### config.mk
export PLATFORM = sky130hd
export DESIGN_NAME = uart_rx
export DESIGN_NICKNAME = d
export VERILOG_FILES = /design/src/rtl/uart_rx.sv
export SDC_FILE = /design/constraint.sdc
export NUM_CORES = 1
export LEC_CHECK = 0
export CAP_MARGIN = 10
export CORE_UTILIZATION = 35
export CTS_CLUSTER_DIAMETER = 30
export CTS_CLUSTER_SIZE = 16
export DETAILED_ROUTE_END_ITERATION = 10
export GPL_TIMING_DRIVEN = 0
export PLACE_DENSITY = 0.54
export SETUP_SLACK_MARGIN = 0.5
export SLEW_MARGIN = 20
export SYNTH_ARGS = -nofsm -noshare
export SYNTH_HDL_FRONTEND = slang
export SYNTH_SLANG_ARGS = --single-unit
### constraint.sdc
create_clock -name clk_48mhz -period 1.79 [get_ports clk_48mhz]
set_input_delay 0.358 -clock clk_48mhz [delete_from_list [all_inputs] [get_ports clk_48mhz]]
set_output_delay 0.358 -clock clk_48mhz [all_outputs]
set_load 0.005 [all_outputs]
### src/rtl/uart_rx.sv
`default_nettype none
// ============================================================================
// Module   : uart_rx
// Purpose  : Asynchronous 8-bit serial receiver (receive side of uart_tx).
//            Oversamples the serial line in the clk_48mhz domain, samples
//            each bit at its midpoint, and presents every good byte on
//            'data' together with a one-cycle 'data_strobe'.
// Options  : `define UART_RX_PARITY_EN to add a parity bit between the data
//            bits and the stop bit (even parity, or odd if PARITY_ODD=1).
//            Without it the frame is 8N1 and parity_error is tied low.
// Params   : CLKS_PER_BIT - clk_48mhz cycles per bit (>= 4)
//            PARITY_ODD   - 0 = even, 1 = odd (parity build only)
// Ports    : clk_48mhz     in   clock, rising edge
//            reset         in   synchronous, active-high
//            serial        in   asynchronous line, idles high
//            data          out  last good byte, held until the next one
//            data_strobe   out  one-cycle pulse, data valid same cycle
//            framing_error out  one-cycle pulse, stop bit sampled low
//            parity_error  out  one-cycle pulse, parity mismatch
//            busy          out  high from start edge until back in IDLE
// Revision : 1.0 - initial release
// ============================================================================
module uart_rx #(
  parameter int CLKS_PER_BIT = 16,
  parameter bit PARITY_ODD   = 1'b0
) (
  input  logic       clk_48mhz,
  input  logic       reset,
  input  logic       serial,
  output logic [7:0] data,
  output logic       data_strobe,
  output logic       framing_error,
  output logic       parity_error,
  output logic       busy
);

  localparam int c_CNT_W = $clog2(CLKS_PER_BIT);
  localparam logic [c_CNT_W-1:0] c_CNT_ONE   = c_CNT_W'(1);
  localparam logic [c_CNT_W-1:0] c_HALF_LAST = c_CNT_W'(CLKS_PER_BIT / 2 - 1);
  localparam logic [c_CNT_W-1:0] c_BIT_LAST  = c_CNT_W'(CLKS_PER_BIT - 1);

  typedef enum logic [2:0] {
    IDLE      = 3'd0,
    START     = 3'd1,
    DATA      = 3'd2,
    STOP      = 3'd3,
    WAIT_IDLE = 3'd4
`ifdef UART_RX_PARITY_EN
    ,
    PARITY    = 3'd5
`endif
  } state_t;

  state_t               r_state;
  logic [1:0]           r_sync;
  logic [c_CNT_W-1:0]   r_cnt;
  logic [2:0]           r_bit_idx;
  logic [7:0]           r_shift;
  logic                 w_rx;

  // r_sync[1] is the metastability-filtered copy of the line.
  assign w_rx = r_sync[1];

`ifdef UART_RX_PARITY_EN
  logic r_parity_fault;
  logic r_parity_error;
  logic w_parity_exp;

  // Expected parity bit: even parity makes the total count of ones even.
  assign w_parity_exp = (^r_shift) ^ PARITY_ODD;
  assign parity_error = r_parity_error;
`else
  logic w_unused_parity_odd;

  assign w_unused_parity_odd = PARITY_ODD;
  assign parity_error        = 1'b0;
`endif

  always_ff @(posedge clk_48mhz) begin
    if (reset) begin
      r_sync         <= 2'b11;
      r_state        <= IDLE;
      r_cnt          <= '0;
      r_bit_idx      <= '0;
      r_shift        <= '0;
      data           <= '0;
      data_strobe    <= 1'b0;
      framing_error  <= 1'b0;
      busy           <= 1'b0;
`ifdef UART_RX_PARITY_EN
      r_parity_fault <= 1'b0;
      r_parity_error <= 1'b0;
`endif
    end else begin
      r_sync        <= {r_sync[0], serial};
      data_strobe   <= 1'b0;
      framing_error <= 1'b0;
`ifdef UART_RX_PARITY_EN
      r_parity_error <= 1'b0;
`endif

      case (r_state)
        IDLE: begin
          r_cnt     <= '0;
          r_bit_idx <= '0;
`ifdef UART_RX_PARITY_EN
          r_parity_fault <= 1'b0;
`endif
          if (!w_rx) begin
            r_state <= START;
            busy    <= 1'b1;
          end
        end

        // Re-check the line at mid start bit so short glitches are rejected.
        START: begin
          if (r_cnt == c_HALF_LAST) begin
            r_cnt <= '0;
            if (w_rx) begin
              r_state <= IDLE;
              busy    <= 1'b0;
            end else begin
              r_state <= DATA;
            end
          end else begin
            r_cnt <= r_cnt + c_CNT_ONE;
          end
        end

        // Counter wraps each bit, so every sample lands on a bit midpoint.
        DATA: begin
          if (r_cnt == c_BIT_LAST) begin
            r_cnt     <= '0;
            r_shift   <= {w_rx, r_shift[7:1]};
            r_bit_idx <= r_bit_idx + 3'd1;
            if (r_bit_idx == 3'd7) begin
`ifdef UART_RX_PARITY_EN
              r_state <= PARITY;
`else
              r_state <= STOP;
`endif
            end
          end else begin
            r_cnt <= r_cnt + c_CNT_ONE;
          end
        end

`ifdef UART_RX_PARITY_EN
        // The fault is only acted on once the stop bit is confirmed good.
        PARITY: begin
          if (r_cnt == c_BIT_LAST) begin
            r_cnt          <= '0;
            r_parity_fault <= (w_rx != w_parity_exp);
            r_state        <= STOP;
          end else begin
            r_cnt <= r_cnt + c_CNT_ONE;
          end
        end
`endif

        STOP: begin
          if (r_cnt == c_BIT_LAST) begin
            r_cnt <= '0;
            if (w_rx) begin
`ifdef UART_RX_PARITY_EN
              if (r_parity_fault) begin
                r_parity_error <= 1'b1;
              end else begin
                data        <= r_shift;
                data_strobe <= 1'b1;
              end
`else
              data        <= r_shift;
              data_strobe <= 1'b1;
`endif
              r_state <= IDLE;
              busy    <= 1'b0;
            end else begin
              framing_error <= 1'b1;
              r_state       <= WAIT_IDLE;
            end
          end else begin
            r_cnt <= r_cnt + c_CNT_ONE;
          end
        end

        // A held-low line (break) reports once, then waits for idle.
        WAIT_IDLE: begin
          r_cnt <= '0;
          if (w_rx) begin
            r_state <= IDLE;
            busy    <= 1'b0;
          end
        end

        default: begin
          r_state <= IDLE;
          busy    <= 1'b0;
        end
      endcase
    end
  end

endmodule
`default_nettype wire
Yosys cells after proc, flatten, opt, wreduce, memory -nomap -nowiden:

Cells that the tools add are included.

* register bits: 31

* add/sub/neg operators: 2
* reduce and logical (&&, ||, !) cells: 11
* bitwise gates (word level): 3
* eq/ne operators: 13
* mux-type cells: 21

Operator list (number)
* two-way mux 3 bit: 8
* one-hot mux 3 bit (5 select lines): 1
* != test 2 bit (second input constant): 6
* one-hot mux 4 bit (3 select lines): 1
* two-way mux 4 bit: 2
* == test 3 x 2 -> 1 bit (second input constant): 2
* == test 3 bit (second input constant): 2
* two-way mux 1 bit: 6
* one-hot mux 3 bit (2 select lines): 1
* AND reduction 6 bit: 1
* one-hot mux 1 bit (5 select lines): 1
* adder 4 x 1 -> 4 bit (second input constant): 1
* == test 4 x 3 -> 1 bit (second input constant): 1
* == test 4 bit (second input constant): 1
* AND reduction 2 bit: 2
* AND reduction 4 bit: 1
* OR reduction 2 bit: 2
* adder 3 x 1 -> 3 bit (second input constant): 1
* == test 3 x 1 -> 1 bit (second input constant): 1
* zero test 3 bit: 1
* NOT 1 bit: 3
* AND reduction 3 bit: 1
* nonzero test 3 bit: 1
* OR reduction 3 bit: 1
* other kinds (2): 2

Depth between registers and ports, before layout:

Gate-level depths: netlist (run 1).

* depth after elaboration: 4
* mapped depth: 5

Worst setup path after synthesis (run 1):

OpenSTA, ideal clock, no wires.

* path type: flip-flop to flip-flop
* start point: reg r_cnt[0]
* end point: reg data[0]
* period minus slack after synthesis: 1.448 ns
* path buffers: 0
* stages on the path, launching flop included: 5
* arrival: 1.376 ns
* path slack: 0.342 ns
* path through: dfxtp_1 ha_1 nand3_2 nor3_4 mux2i_1

* longest elaborated chain between the ends: 2

RTL lines
* start, declared: RTL line 56 `logic [c_CNT_W-1:0] r_cnt;`
* start signal, assigned: RTL line 126 `r_cnt <= r_cnt + c_CNT_ONE;`
* start signal, assigned: RTL line 144 `r_cnt <= r_cnt + c_CNT_ONE;`
* start signal, assigned: RTL line 183 `r_cnt <= r_cnt + c_CNT_ONE;`
* == test 4 bit: RTL line 162 `if (r_cnt == c_BIT_LAST) begin`
* AND reduction 3 bit (no source line)
* end signal, assigned: RTL line 173 `data <= r_shift;`
* end, declared: RTL line 30 `output logic [7:0] data,`

Every way passes these cells.
A chain may end at the register's enable or synchronous reset.

Worst setup path after layout (run 1):

* start point: reg r_state[0]
* end point: reg r_bit_idx[0]

* longest elaborated chain between the ends: 3

RTL lines
* start, declared: RTL line 54 `state_t r_state;`
* start signal, assigned: RTL line 82 `r_state <= IDLE;`
* start signal, assigned: RTL line 110 `r_state <= START;`
* start signal, assigned: RTL line 120 `r_state <= IDLE;`
* == test 3 x 2 -> 1 bit / zero test 3 bit (equally long branches): RTL line 102 `case (r_state)`
* != test 2 bit (no source line) / nonzero test 2 bit (equally long branches)
* AND reduction 2 bit (no source line)
* end signal, assigned: RTL line 135 `r_bit_idx <= r_bit_idx + 3'd1;`
* end, declared: RTL line 57 `logic [2:0] r_bit_idx;`

Several ways; a longest one is shown, not always the timed one.

==> results by stage, run 1 <==
Run status:
- The run finished with clean final reports.

Clocking:
- At the later pin of the worst-skew pair, clock insertion delay measures 0.28 ns.
- Buffers inserted to repair hold after CTS numbered 0.
- The library cell used as clock root buffer is sky130_fd_sc_hd__clkbuf_8.
- The clock transition at the registers of the reported paths is 0.07 ns.
- Counting along the longest clock path gives a buffer depth of 2.
- TritonCTS built the clock tree.
- Buffers inserted during clock tree synthesis total 5.
- In this run the number of H-tree levels came out at 2.
- The clock net in this run drives a total of 31 sinks.

Placed design:
- The HPWL after detailed placement is 2050 um.
- The placer congestion estimate is 0.797.
- The total of buffers placed on input and output ports is 13.
- The post-detailed-placement cell area is 1660 sq um.

Layout:
- The net count of the finished layout is 197.
- The number of antenna diodes in the final layout is 0.
- The layout filler cell count is 363.
- The layout overhead on the synthesized area is 36.4%.
- The total non-filler cell area in the finished layout is 1960 sq um.
- The total area of multi-input combinational cells is 823 sq um.
- The share of layout cells above drive strength 1 is 32.8%.
- The sequential cells in the finished layout cover a total of between 600 and 700 sq um.

Setup path:
- The critical path arrival is 1.59 ns.
- The launch point of the critical path is r_state[0].
- The required time of the worst setup path is about 2 ns.
- In this run the worst path has a maximum fanout of 4.
- The critical register-to-register path startpoint is r_state[0].
- The capture instance of the worst register-to-register path is r_bit_idx[0].
- The slack of the worst reg-to-reg path is 0.41 ns.
- The worst setup path is of the flop to flop kind.
- The startpoint kind of the worst setup timing path is a flop.
- The critical path capture point type is a flop.
- Counting cells, the worst reg-to-reg path comes to 4.

Route:
- The wire length reported by the detailed router is 3230 um.
- The detailed router put a total of approximately 1600 um of wire on met1.
- The routed layout has ~1200 vias.
- The number of DRC markers after the initial detailed-route iteration is 77.
- In this run the top signal layer used is met4.
- The total length of routed met2 wires is 1450 um.
- The per-cell routed wire length is 13.4 um.
- The routed length on met3 is between 150 and 200 um.
- For this run, design rule violations remaining after detail routing come to 0.
- Before antenna repair, the detailed router went through 4 iterations.
- The number of vias per cell after detailed routing is just over 5.
- The number of nets with antenna violations after routing is 0.

Floorplan:
- The die height is 66.1 um.
- The die area is 4380 sq um.
- The die extent in x is roughly 66 um.
- Once the floorplan was initialized, standard cells occupied 37.9% of the core.
- The floorplan has 22 rows.
- Pin placement for this block handled 15 I/O pins.
- The placeable core region is 3800 sq um.

Global route:
- The global router's overall resource usage is about 17%.
- The first-pass GRT wire length is 5560 um.
- The initial antenna violation count was 0.
- The via count of the first global-routing pass is approximately 1200.
- The global route total overflow is 0.
- Entering global routing, the biggest net connects 11 pins.

Synth:
- Ranked by total cell area, the synthesized netlist is headed by sky130_fd_sc_hd__dfxtp_1 43%, sky130_fd_sc_hd__nand2b_1 7.0%, sky130_fd_sc_hd__mux2i_1 6.3%.
- The post-synthesis net count is 163.
- For this run, asynchronously set or reset flops after synthesis account for 0%.
- Yosys printed 0 warnings.
- In this run the mean area of a mapped cell was roughly 9.2 sq um.
- The netlist uses 37 different library cells.
- The summed instance area of the synthesized netlist is 1440 sq um.
- The portion of the post-synthesis area used by sequential elements is between 40% and 50%.
- The synthesized design spends more area on one cell type than any other, namely sky130_fd_sc_hd__dfxtp_1.
- The most common cell in the synthesized netlist is sky130_fd_sc_hd__dfxtp_1.
- For this run, the leading register cell type out of synthesis is sky130_fd_sc_hd__dfxtp_1.
- The post-synthesis cell count is 157.
- Synthesis inferred 31 register bits.
- Ranked by instance count, the synthesized netlist is headed by 31 x sky130_fd_sc_hd__dfxtp_1, 16 x sky130_fd_sc_hd__nand2b_1, 13 x sky130_fd_sc_hd__nand3_1.
- The area fraction of the dominant cell type after synthesis is 43.1%.
- The synthesized design contains 0 enable-type register cells.

Timing:
- Setup repair after global routing could not meet its margin everywhere.
- The number of max-slew violations in the final report was 0.
- The worst-case clock skew is 0.00816 ns.
- The shortest period the worst path allows is 1.38 ns.
- The final count of negative-setup-slack endpoints is 0.
- The post-route fraction of the period consumed by the critical path is slightly below 80%.
- The highest attainable clock frequency is 724 MHz.
- The number of hold violations in the final report came to 0.

Power:
- In this run the static leakage power is 0.757 nW.
- The share of total power in combinational logic is 5.9%.
- The internal power contribution is 0.00101 W.
- The relative contribution of sequential cells to total power is a little over half.
- Across the VDD grid, the largest voltage drop is 0.379 mV.
- For this design the ratio of total power to cell area is 665 nW/um^2.
- The net switching fraction of the power is 22.8%.
- After layout, the design draws a total of 0.00131 W.
- The total net switching power is 0.000299 W.
- The clock network accounts for 40.6% of the total power.

Hold path:
- The worst hold path belongs to the class flop to flop.
- The worst hold path depth is 1.
- The worst hold path endpoint is r_sync[1].
- The hold path startpoint is r_sync[0].

Flow run:
- The count of max-cap constraint violations is 0.
cells in the final DEF (no fill, tap or decap), types with 5 or more instances in the layout:
cell / synthesis / routed
sky130_fd_sc_hd__clkbuf_4: 0 / 5
sky130_fd_sc_hd__mux2i_1: 9 / 9
sky130_fd_sc_hd__buf_4: 2 / 15
sky130_fd_sc_hd__a21oi_1: 11 / 10
sky130_fd_sc_hd__dfxtp_2: 0 / 8
sky130_fd_sc_hd__clkbuf_8: 0 / 6
sky130_fd_sc_hd__dfxtp_1: 31 / 21
sky130_fd_sc_hd__nand2b_1: 16 / 16
sky130_fd_sc_hd__dlygate4sd2_1: 0 / 11
sky130_fd_sc_hd__nand3_1: 13 / 13
state kept, by name (all words and copies together), names as in the netlist, 2 cells and up:
register and flops:
r_state 3, r_bit_idx 3, data 8, r_shift 8, r_cnt 4, r_sync 2
logic make-up (layout without fill, tap and decap cells):
family	after synthesis	count (layout)	synth area share, %
compound gates	34	34	13.9
xor+xnor	2	2	1.22
fa+ha+maj	3	3	2.61
buf+inv	15	50	5.30
flops	31	31	43.1
mux	10	10	7.82
other cells	1	1	0.260
simple gates	61	61	25.8
worst max-delay path: stages, from the launching register on:
cell                      delay, ns
sky130_fd_sc_hd__dfxtp_1       0.31
sky130_fd_sc_hd__buf_6         0.12
sky130_fd_sc_hd__or3b_4        0.42
sky130_fd_sc_hd__or3_1         0.32
sky130_fd_sc_hd__a21oi_1       0.15
repair_timing:
item | 4_1_cts | 5_1_grt
pin swaps | 3 | 3
setup buffers | 11 | 2
cloned | 1 | 0
resized for setup | 45 | 19
endpoints found under the hold margin | 0 | 0
endpoints found under the setup margin | 42 | 28
through the flow:
stage	worst slack (ns)	std cells	util, %	TNS [ns]	hold WS (ns)
after floorplan	0.483	157	-	0	0.389
after global placement	-0.166	218	43.8	-2.08	0.400
after detailed placement	-0.170	218	43.8	-2.40	0.407
after CTS	0.411	238	50.0	0	0.430
after global routing	0.360	240	51.7	0	0.451
final	0.409	240	51.7	0	0.421
routing by layer:
layer / global-route usage (%) / vias up
met1: 22.0 / 576
met3: 5.17 / 2
met4: 5.59 / 0
met5: 0 / -
li1: - / 630
met2: 26.9 / 32
final cells by class:
class	instances	share of cell area, %
clock buffers	7	3.89
inverters	1	0.191
well taps	48	3.06
flip-flops and latches	31	32.5
clock inverters	1	0.255
plain buffers	14	5.99
multi-input cells	111	41.9
repair buffers	27	12.2
power by group through the flow:
stage | combinational [W] | sequential (W) | clock (W)
after floorplan | 0.0000406 | 0.000718 | 0
after global placement | 0.0000612 | 0.000719 | 0
after detailed placement | 0.0000618 | 0.000719 | 0
after CTS | 0.0000754 | 0.000700 | 0.000537
after global routing | 0.0000848 | 0.000700 | 0.000570
final | 0.0000772 | 0.000699 | 0.000531
worst max-delay path by stage:
stage	end	slack, ns	depth (start not counted)
CTS	r_state[0]	0.41	4
global route	r_state[0]	0.36	5
finish	r_bit_idx[0]	0.41	4
floorplan	r_state[0]	0.48	4
detailed placement	r_cnt[3]	-0.17	4
global placement	r_cnt[3]	-0.17	4
Power figures use the tool's default switching activity.
==> run 2, diff against run 1 <==
==> constraint.sdc (replaced) <==
create_clock -name clk_48mhz -period 1.35 [get_ports clk_48mhz]
set_input_delay 0.27 -clock clk_48mhz [delete_from_list [all_inputs] [get_ports clk_48mhz]]
set_output_delay 0.27 -clock clk_48mhz [all_outputs]
set_load 0.005 [all_outputs]
==> run 2 against run 1 <==
  * Via count increased by 8.2%
  * Sequential share of layout area shrank 3.9 points
  * Clock power is 78% higher
  * The flow now finishes with violations (negative setup slack)
  * Largest power group is now clock
  * Cell count up 4.2%
  * Routed wire length grew 22%
  * Worst hold slack worse by 0.058 ns
  * Clock skew is 0.0028 ns lower
==> results by stage, run 2 (synthesized netlist as in run 1, its figures left out) <==
Run status:
- Run status: finished, violations left (was complete, no violations).
- The checks that failed: negative setup slack.

Power:
- The internal power contribution is 0.00158 W (was 0.00101 W).
- The highest ir drop seen on vdd is 0.762 mV (was 0.379 mV).
- The clock group share of total power is 47.6% (was 40.6%).
- The total net switching power is 0.000413 W (was 0.000299 W).
- The net switching fraction of the power is 20.7% (was 22.8%).
- The ratio of total power to cell area is 881 nW/um^2 (was 665 nW/um^2).
- The leakage power of the design is 0.832 nW (was 0.757 nW).
- The share of total power in combinational logic is 5.8% (was 5.9%).
- The relative contribution of sequential cells to total power is 46.6% (was 53.5%).
- The total design power is 0.00199 W (was 0.00131 W).

Floorplan:
- The die height was 66.1 um (unchanged).
- The number of I/O pins came to 15 (unchanged).
- The placeable core region is 3800 sq um (unchanged).
- The die area came to 4380 sq um (unchanged).
- The count of standard-cell rows is 22 (unchanged).
- The die extent in x is 66.1 um (unchanged).
- The effective utilization at floorplan was 37.9% (unchanged).

Clocking:
- The source-to-sink clock delay at the later pin of the worst-skew pair is 0.28 ns (about the same).
- The clock transition at the registers of the reported paths is 0.07 ns (about the same).
- The total of hold buffers inserted after clock tree synthesis came to 0 (unchanged).
- The CTS buffer count came to 5 (unchanged).
- The clock tree from TritonCTS was yes (unchanged).
- The library cell used as clock root buffer is sky130_fd_sc_hd__clkbuf_8 (unchanged).
- The number of buffers on the longest clock path was 2 (unchanged).
- The deepest level of the CTS H-tree was 2 (unchanged).
- The total number of clock tree sinks is 31 (unchanged).

Layout:
- Registers with the highest flip-flop counts: data (8), r_shift (8), r_cnt (4) (unchanged).
- Commonest cells after routing, fill and taps aside: 19 x sky130_fd_sc_hd__buf_4, 16 x sky130_fd_sc_hd__nand2b_1, 15 x sky130_fd_sc_hd__dfxtp_1, 14 x sky130_fd_sc_hd__dfxtp_2 (was 21 x sky130_fd_sc_hd__dfxtp_1, 16 x sky130_fd_sc_hd__nand2b_1, 15 x sky130_fd_sc_hd__buf_4, 13 x sky130_fd_sc_hd__nand3_1, 11 x sky130_fd_sc_hd__dlygate4sd2_1).
- The most common cell after layout, fill and taps aside is sky130_fd_sc_hd__buf_4 (was sky130_fd_sc_hd__dfxtp_1).
- The final antenna diode count is 0 (unchanged).
- The share of layout cells above drive strength 1 is 54.5% (was 32.8%).
- The core occupancy in the finished layout was 59.5% (was 51.7%).
- The net count of the finished layout came to 207 (was 197).
- The layout overhead on the synthesized area is 56.9% (was 36.4%).

Global route:
- The via count of the first global-routing pass is 1306 (was 1204).
- The first-pass GRT wire length is 6240 um (was 5560 um).
- The largest net degree at the start of global routing was 11 (unchanged).
- The global router's overall resource usage is 19.4% (was 17.0%).
- The initial antenna violation count came to 0 (unchanged).
- The global route total overflow is 0 (unchanged).

Setup path:
- The critical register-to-register path startpoint is r_state[0] (unchanged).
- The critical path arrival came to 1.58 ns (was 1.59 ns).
- The critical path capture point type is a flop (unchanged).
- The startpoint kind of the worst setup timing path is a flop (unchanged).
- The capture instance of the worst register-to-register path is r_bit_idx[0] (unchanged).
- The type of the setup path with the least slack is flop to flop (unchanged).
- The count of cells along the worst register-to-register path is 5 (was 4).
- The largest fanout on the critical path is 6 (was 4).
- The slack of the worst reg-to-reg path is -0.07 ns (was 0.41 ns).
- The required time of the worst setup path is 1.52 ns (was 2.00 ns).

Timing:
- The number of max-slew violations in the final report is 0 (unchanged).
- The aggregate negative setup slack is -0.158 ns (was 0 ns).
- The post-route fraction of the period consumed by the critical path came to 105% (was 77.1%).
- The highest attainable clock frequency is 706 MHz (was 724 MHz).
- The shortest period the worst path allows was 1.42 ns (was 1.38 ns).
- The final count of negative-setup-slack endpoints came to 4 (was 0).
- The slack of the critical path is -0.0658 ns (was 0.409 ns).
- Unrepaired setup endpoints after global routing: true (unchanged).
- The worst-case clock skew is 0.00541 ns (was 0.00816 ns).
- The number of hold violations in the final report is 0 (unchanged).

Placed design:
- The total half-perimeter wirelength after legalization and detailed placement came to 2240 um (was 2050 um).
- The placer congestion estimate came to 0.731 (was 0.797).
- The total of buffers placed on input and output ports is 13 (unchanged).

Route:
- The count of vias placed by the detailed router is 1342 (was 1240).
- The number of nets with antenna violations after routing is 0 (unchanged).
- The number of vias per cell after detailed routing is 5.37 (was 5.17).
- The per-cell routed wire length is 15.8 um (was 13.4 um).
- The count of TritonRoute iterations in the first routing pass is 4 (unchanged).
- The final routed DRC violation total is 0 (unchanged).
- The wire length reported by the detailed router is 3940 um (was 3230 um).
- The number of DRC markers after the initial detailed-route iteration was 92 (was 77).

Hold path:
- The class of the tightest hold or removal check is primary input to flop (was flop to flop).
- The hold path startpoint is reset (was r_sync[0]).
- The worst hold path depth was 3 (was 1).
- The worst hold path endpoint is data[5] (was r_sync[1]).

Flow run:
- The count of max-cap constraint violations is 0 (unchanged).
==> run 2: how the worst max path moves through the flow <==
stage                  from           end  slack, ns  cells after the start
2_1_floorplan  r_bit_idx[0]    r_state[0]       0.05                      5
3_5_place_dp          reset    r_shift[3]      -0.46                      4
3_3_place_gp          reset    r_shift[3]      -0.43                      4
5_1_grt          r_state[0]  r_bit_idx[0]       -0.1                      5
4_1_cts          r_state[0]  r_bit_idx[0]      -0.04                      4
6_report         r_state[0]  r_bit_idx[0]      -0.07                      5
==> run 2: per-layer routing <==
layer	vias up	GRT usage [%]	part of all wire, %
li1	646	-	-
met1	650	21.7	42
met2	32	34.3	52
met3	14	5.00	3.5
met4	0	8.51	2.5
met5	-	0	0
==> run 2: layout make-up <==
cell class                      instances  area (sq um)
Buffer                                 14           173
Clock buffer                            6          82.6
Clock inverter                          2          35.0
Fill cell                             314          1540
Inverter                                1          3.75
Multi-Input combinational cell        111           956
Sequential cell                        31           646
Tap cell                               48          60.1
Timing Repair Buffer                   37           304
==> run 2: stage by stage <==
stage	instances	cell area [sq um]	hold slack (ns)	worst slack (ns)
global placement	218	1700	0.405	-0.426
floorplan	157	1510	0.374	0.0487
detailed placement	218	1700	0.405	-0.464
global route	250	2260	0.379	-0.0978
finish	250	2260	0.363	-0.0658
CTS	241	2130	0.419	-0.0354
==> run 2: power groups by stage <==
| stage | clock network [W] | registers, W | logic [W] |
|---|---|---|---|
| 6_report | 0.000947 | 0.000928 | 0.000116 |
| 5_1_grt | 0.000997 | 0.000929 | 0.000125 |
| 4_1_cts | 0.000965 | 0.000927 | 0.000108 |
| 3_5_place_dp | 0 | 0.000953 | 0.0000839 |
| 3_3_place_gp | 0 | 0.000953 | 0.0000822 |
| 2_1_floorplan | 0 | 0.000952 | 0.0000559 |
==> run 2: repair_timing <==
action | in CTS | in global routing
setup endpoints to repair | 42 | 42
setup buffers | 14 | 7
resized for setup | 99 | 21
gates cloned | 1 | 2
pin swaps | 13 | 8
==> run 2: worst max-delay path, cell delays in order, from the launching register on <==
cell                       delay [ns]
sky130_fd_sc_hd__dfxtp_2         0.32
sky130_fd_sc_hd__buf_6           0.12
sky130_fd_sc_hd__or3b_4          0.43
sky130_fd_sc_hd__buf_6           0.15
sky130_fd_sc_hd__o211ai_1        0.21
sky130_fd_sc_hd__a21oi_2         0.08
==> run 3, diff against run 2 <==
--- a/config.mk
+++ b/config.mk
@@ -6,9 +6,9 @@
 export NUM_CORES = 1
 export LEC_CHECK = 0
 export CAP_MARGIN = 10
+export CORE_MARGIN = 2
 export CORE_UTILIZATION = 35
 export CTS_CLUSTER_DIAMETER = 30
-export CTS_CLUSTER_SIZE = 16
 export DETAILED_ROUTE_END_ITERATION = 10
 export GPL_TIMING_DRIVEN = 0
 export PLACE_DENSITY = 0.54
==> run 3 against run 2 <==
  * The run still ends with negative setup slack left
  * Routed wire length fell by 1.3%
  * Combinational power rose by 9%
  * Core utilization fell by 3.4 points
  * Non-clock buffer count did not move
  * Count of clock-buffer cells in the layout did not move
  * Critical path type unchanged
  * Highest routed layer unchanged
==> results by stage, run 3 (synthesized netlist as in run 1, its figures left out) <==
Setup path:
- The critical path capture point type is a flop (unchanged).
- The required time of the worst setup path is 1.53 ns (was 1.52 ns).
- The startpoint kind of the worst setup timing path was a flop (unchanged).
- The critical path arrival is 1.61 ns (was 1.58 ns).
- The type of the setup path with the least slack is flop to flop (unchanged).
- The slack of the worst reg-to-reg path was -0.08 ns (was -0.07 ns).
- The count of cells along the worst register-to-register path is 6 (was 5).
- The largest fanout on the critical path is 8 (was 6).

Clocking:
- The total number of clock tree sinks is 31 (unchanged).
- The source-to-sink clock delay at the later pin of the worst-skew pair is 0.29 ns (was 0.28 ns).
- The total of hold buffers inserted after clock tree synthesis is 0 (unchanged).
- The clock transition at the registers of the reported paths came to 0.07 ns (about the same).
- The deepest level of the CTS H-tree came to 2 (unchanged).
- The number of buffers on the longest clock path is 2 (unchanged).
- The clock tree from TritonCTS is yes (unchanged).
- The CTS buffer count is 5 (unchanged).
- The library cell used as clock root buffer is sky130_fd_sc_hd__clkbuf_8 (unchanged).

Layout:
- Commonest cells after routing, fill and taps aside: 17 x sky130_fd_sc_hd__buf_4, 16 x sky130_fd_sc_hd__buf_6, 16 x sky130_fd_sc_hd__nand2b_1, 16 x sky130_fd_sc_hd__dfxtp_2 (was 19 x sky130_fd_sc_hd__buf_4, 16 x sky130_fd_sc_hd__nand2b_1, 15 x sky130_fd_sc_hd__dfxtp_1, 14 x sky130_fd_sc_hd__dfxtp_2).
- The final antenna diode count came to 0 (unchanged).
- The share of layout cells above drive strength 1 is 54.0% (was 54.5%).
- The most common cell after layout, fill and taps aside is sky130_fd_sc_hd__buf_4 (unchanged).
- Registers with the highest flip-flop counts: data (8), r_shift (8), r_cnt (4) (unchanged).
- The core occupancy in the finished layout is 56.0% (was 59.5%).
- The net count of the finished layout is 207 (unchanged).
- The layout overhead on the synthesized area came to 54.6% (was 56.9%).
- The total non-filler cell area in the finished layout was 2230 sq um (was 2260 sq um).
- The layout filler cell count is 343 (was 314).

Global route:
- The via count of the first global-routing pass is 1291 (was 1306).
- The global router's overall resource usage is 18.8% (was 19.4%).
- The initial antenna violation count is 0 (unchanged).
- The largest net degree at the start of global routing is 11 (unchanged).
- The first-pass GRT wire length came to 6300 um (was 6240 um).
- The global route total overflow was 0 (unchanged).

Timing:
- The smallest hold slack was 0.407 ns (was 0.363 ns).
- The highest attainable clock frequency was 699 MHz (was 706 MHz).
- The final count of negative-setup-slack endpoints came to 8 (was 4).
- The number of hold violations in the final report is 0 (unchanged).
- The number of max-slew violations in the final report was 0 (unchanged).
- The post-route fraction of the period consumed by the critical path is 106% (was 105%).
- Unrepaired setup endpoints after global routing: true (unchanged).
- The shortest period the worst path allows was 1.43 ns (was 1.42 ns).
- The worst-case clock skew is 0.00497 ns (was 0.00541 ns).
- The slack of the critical path is -0.0810 ns (was -0.0658 ns).

Floorplan:
- The die area is 4640 sq um (was 4380 sq um).
- The placeable core region was 3970 sq um (was 3800 sq um).
- The number of I/O pins is 15 (unchanged).
- The effective utilization at floorplan is 36.3% (was 37.9%).
- The die extent in x was 68.1 um (was 66.1 um).
- The die height is 68.1 um (was 66.1 um).
- The count of standard-cell rows is 23 (was 22).

Route:
- The count of TritonRoute iterations in the first routing pass is 4 (unchanged).
- The number of vias per cell after detailed routing was 5.23 (was 5.37).
- The final routed DRC violation total is 0 (unchanged).
- The number of DRC markers after the initial detailed-route iteration is 85 (was 92).
- The per-cell routed wire length is 15.4 um (was 15.8 um).
- The count of vias placed by the detailed router came to 1318 (was 1342).
- The number of nets with antenna violations after routing is 0 (unchanged).
- The wire length reported by the detailed router is 3890 um (was 3940 um).

Power:
- The ratio of total power to cell area is 911 nW/um^2 (was 881 nW/um^2).
- The share of total power in combinational logic is 6.3% (was 5.8%).
- The highest ir drop seen on vdd is 0.566 mV (was 0.762 mV).
- The total net switching power is 0.000439 W (was 0.000413 W).
- The clock group share of total power is 47.9% (was 47.6%).
- The internal power contribution is 0.00159 W (was 0.00158 W).
- The relative contribution of sequential cells to total power is 45.9% (was 46.6%).
- The leakage power of the design is 0.840 nW (was 0.832 nW).
- The net switching fraction of the power is 21.7% (was 20.7%).

Flow run:
- The count of max-cap constraint violations is 0 (unchanged).

Hold path:
- The class of the tightest hold or removal check is flop to flop (was primary input to flop).
- The worst hold path depth is 1 (was 3).

Placed design:
- The placer congestion estimate is 0.748 (was 0.731).
- The total half-perimeter wirelength after legalization and detailed placement is 2210 um (was 2240 um).
- The post-detailed-placement cell area came to 1710 sq um (was 1700 sq um).
- The total of buffers placed on input and output ports came to 13 (unchanged).

Run status:
- Run status: finished, violations left (unchanged).
- Failing checks: negative setup slack (unchanged).
## run 3: cell count changes in the layout (fill, tap and decap cells not counted), sizes merged
cell / delta
dlygate4sd2: +1
clkbuf: +2
buf: -3
## run 3: final timing paths
| kind | startpoint | end |
|---|---|---|
| setup / recovery | r_state[2] | r_shift[7] |
| hold / removal | r_sync[0] | r_sync[1] |
| setup reg to reg | r_state[2] | r_shift[7] |
| hold reg to reg | r_sync[0] | r_sync[1] |
## run 3: critical path, stage by stage, from the launching register on
cell	delay [ns]
sky130_fd_sc_hd__dfxtp_2	0.32
sky130_fd_sc_hd__buf_6	0.13
sky130_fd_sc_hd__or3b_4	0.42
sky130_fd_sc_hd__buf_6	0.13
sky130_fd_sc_hd__buf_6	0.12
sky130_fd_sc_hd__o21ai_2	0.12
sky130_fd_sc_hd__a21oi_2	0.06
## run 3: per-stage QoR
step | power, W | TNS [ns] | setup WS, ns | instances
4_1_cts | 0.00202 | -0.414 | -0.0862 | 247
6_report | 0.00203 | -0.434 | -0.0810 | 252
5_1_grt | 0.00208 | -1.03 | -0.118 | 252
2_1_floorplan | 0.00101 | 0 | 0.0487 | 157
3_3_place_gp | 0.00104 | -8.66 | -0.428 | 220
3_5_place_dp | 0.00104 | -9.59 | -0.468 | 220
## run 3: routing by layer
metal  vias to the layer above  track usage (%)  share of wire (%)
li1                        651                -                  -
met1                       632             21.7                 42
met2                        30             32.3                 52
met3                         5             3.95                4.5
met4                         0             10.5                1.4
met5                         -                0                  0
## run 3: power by group through the flow
stage | clock [W] | combinational (W) | sequential [W]
2_1_floorplan | 0 | 0.0000559 | 0.000952
3_3_place_gp | 0 | 0.0000830 | 0.000953
3_5_place_dp | 0 | 0.0000835 | 0.000953
4_1_cts | 0.000982 | 0.000112 | 0.000927
5_1_grt | 0.00102 | 0.000136 | 0.000930
6_report | 0.000971 | 0.000127 | 0.000929
## run 3: timing repair
action / CTS / global route
gates resized for setup: 94 / 27
cloned: 3 / 0
setup buffers: 16 / 5
pin swaps: 15 / 14
setup endpoints to repair: 42 / 42
## run 3: layout make-up
cell class / instances / area [sq um] / share of cell area (%)
Buffer: 14 / 165 / 7.42
Clock buffer: 6 / 82.6 / 3.71
Clock inverter: 2 / 35.0 / 1.57
Inverter: 1 / 3.75 / 0.169
Multi-Input combinational cell: 111 / 923 / 41.5
Sequential cell: 31 / 648 / 29.1
Tap cell: 50 / 62.6 / 2.81
Timing Repair Buffer: 37 / 305 / 13.7
